<file path="src/rtl/pipeline_controller.sv">
// Hazard and sequencing controller for the five-stage pipeline: drives register
// enables/flushes and the PC write enable, and keeps saturating stall/squash counters.
module pipeline_controller #(
    parameter int CNT_W = 16
) (
    input  logic             CLK,
    input  logic             RST,
    input  logic             ihit,
    input  logic             dhit,
    input  logic [4:0]       ifid_rs,
    input  logic [4:0]       ifid_rt,
    input  logic             ifid_uses_rt,
    input  logic             ifid_jump,
    input  logic             idex_dREN,
    input  logic [4:0]       idex_wsel,
    input  logic             exmem_dREN,
    input  logic             exmem_dWEN,
    input  logic             exmem_branch_taken,
    input  logic             memwb_halt,
    output logic             pc_en,
    output logic             ifid_en,
    output logic             idex_en,
    output logic             exmem_en,
    output logic             memwb_en,
    output logic             ifid_flush,
    output logic             idex_flush,
    output logic             exmem_flush,
    output logic             memwb_flush,
    output logic             halt,
    output logic [CNT_W-1:0] stall_cnt,
    output logic [CNT_W-1:0] squash_cnt
);

    typedef enum logic [1:0] {
        ST_RUN   = 2'd0,
        ST_DWAIT = 2'd1,
        ST_HALT  = 2'd2
    } state_t;

    state_t state, state_next;

    logic d_stall, load_use, squash;

    // Hazard terms use only registered pipeline fields and cache hit lines.
    assign d_stall  = (exmem_dREN | exmem_dWEN) & ~dhit;
    assign load_use = idex_dREN & (idex_wsel != 5'd0) &
                      ((idex_wsel == ifid_rs) | (ifid_uses_rt & (idex_wsel == ifid_rt)));
    assign squash   = (state != ST_HALT) & exmem_branch_taken & ~d_stall;

    // NOTE: sequential state uses non-blocking assignments so every flop samples pre-edge values.
    always_ff @(posedge CLK) begin
        if (RST) state <= ST_RUN;
        else     state <= state_next;
    end

    always_comb begin
        // NOTE: default assignment first so no path through the block leaves a latch.
        state_next = state;
        case (state)
            ST_RUN:   if (d_stall) state_next = ST_DWAIT;
            ST_DWAIT: if (dhit)    state_next = ST_RUN;
            default:               state_next = ST_HALT;
        endcase
        if (state != ST_HALT && memwb_halt && !d_stall) state_next = ST_HALT;
    end

    // Rules are applied lowest priority first so each higher rule overrides only what it touches.
    always_comb begin
        pc_en       = 1'b1;
        ifid_en     = 1'b1;
        idex_en     = 1'b1;
        exmem_en    = 1'b1;
        memwb_en    = 1'b1;
        ifid_flush  = 1'b0;
        idex_flush  = 1'b0;
        exmem_flush = 1'b0;
        memwb_flush = 1'b0;
        halt        = 1'b0;
        if (RST) begin
            pc_en       = 1'b0;
            ifid_en     = 1'b0;
            idex_en     = 1'b0;
            exmem_en    = 1'b0;
            memwb_en    = 1'b0;
            ifid_flush  = 1'b1;
            idex_flush  = 1'b1;
            exmem_flush = 1'b1;
            memwb_flush = 1'b1;
        end else if (state == ST_HALT) begin
            pc_en    = 1'b0;
            ifid_en  = 1'b0;
            idex_en  = 1'b0;
            exmem_en = 1'b0;
            memwb_en = 1'b0;
            halt     = 1'b1;
        end else begin
            if (!ihit) begin
                pc_en      = 1'b0;
                ifid_flush = 1'b1;
            end
            if (ifid_jump && ihit) ifid_flush = 1'b1;
            if (load_use) begin
                pc_en      = 1'b0;
                ifid_en    = 1'b0;
                idex_flush = 1'b1;
            end
            if (exmem_branch_taken) begin
                ifid_flush  = 1'b1;
                idex_flush  = 1'b1;
                exmem_flush = 1'b1;
                pc_en       = 1'b1;
            end
            if (d_stall) begin
                pc_en       = 1'b0;
                ifid_en     = 1'b0;
                idex_en     = 1'b0;
                exmem_en    = 1'b0;
                memwb_flush = 1'b1;
            end
        end
    end

    always_ff @(posedge CLK) begin
        if (RST) begin
            stall_cnt  <= '0;
            squash_cnt <= '0;
        end else begin
            if (state != ST_HALT && !pc_en && stall_cnt != '1)
                stall_cnt <= stall_cnt + CNT_W'(1);
            if (squash && squash_cnt != '1)
                squash_cnt <= squash_cnt + CNT_W'(1);
        end
    end

endmodule

</file>
<file path="config.mk">
export PLATFORM = sky130hd
export DESIGN_NAME = pipeline_controller
export DESIGN_NICKNAME = d
export VERILOG_FILES = /design/src/rtl/pipeline_controller.sv
export SDC_FILE = /design/constraint.sdc
export NUM_CORES = 1
export LEC_CHECK = 0
export CAP_MARGIN = 20
export CORE_AREA = 2 2 87 55
export CTS_CLUSTER_DIAMETER = 60
export CTS_CLUSTER_SIZE = 40
export DETAILED_ROUTE_END_ITERATION = 7
export DIE_AREA = 0 0 89 57
export HOLD_SLACK_MARGIN = 0.05
export PLACE_DENSITY_LB_ADDON = 0.2
export SLEW_MARGIN = 25
export SYNTH_ARGS = -nofsm -noshare
export SYNTH_HDL_FRONTEND = slang
export SYNTH_SLANG_ARGS = --single-unit
</file>
<file path="constraint.sdc">
create_clock -name CLK -period 5.24 [get_ports CLK]
set_input_delay 1.572 -clock CLK [delete_from_list [all_inputs] [get_ports CLK]]
set_output_delay 1.572 -clock CLK [all_outputs]
set_load 0.005 [all_outputs]
</file>
# --- Word level (Yosys, flattened, before mapping) ---
# Cells that the tools add are included.
# Widths: inputs -> output; s select.
classes:
  mul: 0
  div: 0
  bitwise_logic: 10
  n_lt_le_gt_ge: 0
  shift: 0
  eq_ne: 11
  n_reduce_logical: 13
  n_mux: 36
  n_addsub: 2
op_table:
  columns: ["operator", "n"]
  rows:
  - ["$add 16x1->16 const B", 2]
  - ["$mux 1", 32]
  - ["$ne 16x16->1 const B", 2]
  - ["$eq 5x5->1", 2]
  - ["$and 1x1->1", 6]
  - ["$logic_and 1x1->1", 6]
  - ["$mux 2", 3]
  - ["$ne 2x2->1 const B", 3]
  - ["$ne 3x3->1 const B", 2]
  - ["$reduce_bool 5->1", 1]
  - ["$pmux 2 s2", 1]
  - ["$reduce_and 2->1", 2]
  - ["$eq 2x1->1 const B", 1]
  - ["$eq 2x2->1 const B", 1]
  - ["$logic_not 1->1", 2]
  - ["$logic_not 2->1", 1]
  - ["$not 1->1", 2]
  - ["$or 1x1->1", 2]
  - ["$reduce_or 2->1", 1]
totals:
  latch_bits: 0
  ff_bits: 34
  memories: 0
  mem_bits_ro: 0
  word_cells: 76
  ramBits: 0
  output_inout_bits: 42

# --- Longest topological paths before layout ---
logic_depth:
  ltp_word: 12
  depth_mapped: 8

# --- Least setup slack after synthesis ---
# No wires, ideal clock.
synth_path:
  path_type: "input-to-output"
  from: "in idex_wsel[1]"
  to: "out pc_en"
  arrival_ps: 2571
  path_slack_ps: 1097
  stages: 5
  path_cell_list: "or4_1 o21ai_2 nand2b_1 a21oi_1 nor2_1"
synth_via:
  elab_chain_cells: 9
  word_cells_on_any_way: 12
  classes_between: "eq/ne: 2; mux: 5; bitwise: 4; reduce/logical: 1"
synth_rtl:
  columns: ["element", "line", "source"]
  rows:
  - ["start: declaration", "15", "input logic [4:0] idex_wsel,"]
  - ["$eq 5x5->1", "47", "((idex_wsel == ifid_rs) | (ifid_uses_rt & (idex_wsel == ifid_rt)));"]
  - ["$and 1x1->1", "47", null]
  - ["$or 1x1->1", "47", null]
  - ["$and 1x1->1 (*)", "46", "assign load_use = idex_dREN & (idex_wsel != 5'd0) &"]
  - ["$mux 1 (*)", "102", "if (load_use) begin"]
  - ["$mux 1 (*)", "107", "if (exmem_branch_taken) begin"]
  - ["$mux 1 (*)", "113", "if (d_stall) begin"]
  - ["$mux 1 (*)", "89", "end else if (state == ST_HALT) begin"]
  - ["$mux 1 (*)", "79", "if (RST) begin"]
  - ["end: declaration", "20", "output logic pc_en,"]
# Mark *: on every way between the ends. The rest lies on a longest branch, timed or not.

# --- Worst setup path after layout ---
layout_path:
  from: "in idex_wsel[3]"
  to: "out pc_en"
# The elaborated chain is that of the path after synthesis.

==> flow_summary.ini <==
[sta]
period_share = 0.969
relSlewSlack = 0.563
finClkSkew_ps = 5.65
setup_viol = 0
setup_ws_ps = 163
rsz0062_at_grt = no
fmax_ghz = 0.197
finalHoldViolCount = 0
max_slew.worst_pin.slew_ps = 649
drv_slew = 0
finalSetupTns_ps = 0
period_needed_ps = 5080

[worst_setup_path]
arrival_ps = 3500
crit_slowest_cell = clkdlybuf4s50_1
worst_setup_path_start_kind = primary input
critPathMostFrequentCell = clkdlybuf4s50_1
critical_path_class = primary input to output pin
critical-path-top-delay-family = buffers and inverters
cp-end-kind = output pin
cpPeakStageDelay_ps = 510
worstPathRequired_ps = 3670
cp_max_fo = 3
path_buf_inv = 2
path_cells = clkdlybuf4s50_1 -> or4_1 -> o21ai_2 -> nand2b_1 -> a21oi_1 -> nor2_1 -> clkdlybuf4s50_1

[power]
p_per_area_mw_per_mm2 = 208
vdd_drop_max_uv = 121
leakagePower_nw = 0.868

[yosys]
yosys_warnings = 0
synth_top_area_cell = dfxtp_1
synth.area.top_cells = dfxtp_1, xnor2_1, a21oi_1, nor2_1, or3_1
synth_cell_type_count = 39
synthTopCellsByCount = dfxtp_1, nor2_1, a21oi_1
syn-num-nets = 262
synth-seq-area-share = 0.364
synth-async-reset-ratio = 0
synth_seq_cells = 34
syn_inst = 234
synth-edff-count = 0
ys.flop_type = dfxtp_1
synthDominantCellAreaShare = 0.364
syn_area_mm2 = 0.00187
synth_most_common_cell = dfxtp_1
avgSynthCellArea_um2 = 8.00

[layout]
insertedDiodeCount = 0
num-nets-final = 334
nFillCells = 423
area_growth_pct = 44.9
final_core_util = 0.620
multi_input_area_mm2 = 0.00112
seqCellArea_um2 = 681
final_layout_size_suffix_gt1_frac = 0.0782

[place]
dpl.hpwl_um = 3450
io_buffers = 67
pre_cts_ws_ps = 162
gp_congestion = 0.838

[clock_tree]
post_cts_resized = 0
cts_buffers = 5
clockRootBuffer = clkbuf_8
clockBufferDepth = 2
h-tree-depth = 2
cts_tree = done
clkSinkCount = 34
clk_transition_reported_paths_ps = 70
insertion_delay_ps = 280
postCtsSetupRepairBufs = 0
cts_hold_buf = 0

[routing]
via_per_inst = 5.09
avgRoutedWirePerCell_um = 12.8
ant_nets = 0
route.detailed.drc = 0
num_vias = 1885
first_iter_violations = 96
drtPass1Iterations = 4
wl_um = 4750

[floorplanning]
core_mm2 = 0.00437
fp.dieW_um = 89
rows = 19
fp.dieH_um = 57
die_area_mm2 = 0.00507
top_level_ports = 68
initial_core_util = 0.428

[global_routing]
grt_start_max_net_pins = 28
antenna_found_initial = 0
overflow = 0
grt_pass1_vias = 1611
grt_pass1_wl_um = 7590
grt.total_usage = 0.192

[flow_run]
drv_cap = 0

[outcome]
status = finished clean

[hold_path]
hold_path.class = flip-flop to flip-flop
==> power by group <==
group / switching [W] / internal [W] / leakage [nW]
combinational: 0.0000400 / 0.0000532 / 0.545
clock: 0.0000956 / 0.000106 / 0.0482
sequential: 0.00000586 / 0.000264 / 0.275
total: 0.000141 / 0.000423 / 0.868
==> sequential cells by signal, indices dropped and copies added (netlist names) <==
name,cells
stall_cnt,16
state,2
squash_cnt,16
==> metal layers <==
metal	part of all wire	up-vias	track usage
li1	-	983	-
met1	0.54	833	0.292
met2	0.36	64	0.269
met3	0.084	5	0.0521
met4	0.0088	0	0.0512
met5	0	-	0
==> path summary, 6_finish.rpt <==
path / startpoint / endpoint / slack (ps) / depth (start not counted)
worst max-delay path: idex_wsel[3] / pc_en / 160 / 7
worst min register to register: state[1] / state[0] / 480 / 1
worst min-delay path: state[1] / state[0] / 480 / 1
worst max register to register: stall_cnt[6] / stall_cnt[5] / 2720 / 6
==> cell families (layout without fill, tap and decap cells) <==
logic type      count (synthesis)  in the layout  share of synthesized area
mux                             4              4                     0.0241
simple gates                  106            106                      0.299
flops                          34             34                      0.364
buf+inv                        15             88                     0.0381
xor+xnor                       19             19                     0.0889
compound gates                 54             54                      0.173
fa+ha+maj                       2              2                     0.0134
==> final cells by class <==
type / count / area share
sequential: 34 / 0.251
clock buffer: 7 / 0.0318
clock inverter: 1 / 0.00185
multi-input combinational: 185 / 0.413
timing repair buffer: 73 / 0.264
tap: 63 / 0.0291
inverter: 7 / 0.00969
==> cell usage in the layout, fill, tap and decap left out, types with 8 or more instances in the layout <==
cell type	instances
o21ai_0	14
xnor2_1	15
o31ai_1	8
or4_1	9
clkdlybuf4s50_1	67
or3_1	12
nand3_1	13
dfxtp_1	34
nand2_1	18
a21oi_1	24
nand4_1	8
nor2_1	28
==> metrics by stage <==
stage / hold slack [ps] / cells / total power [W] / cell area (um2)
6_report: 482 / 370 / 0.000565 / 2710
5_1_grt: 519 / 370 / 0.000595 / 2710
4_1_cts: 482 / 370 / 0.000571 / 2710
3_5_place_dp: 464 / 362 / 0.000369 / 2620
3_3_place_gp: 458 / 362 / 0.000368 / 2620
2_1_floorplan: 439 / 234 / 0.000320 / 1870
No activity file was read; power rests on OpenSTA's default activity.
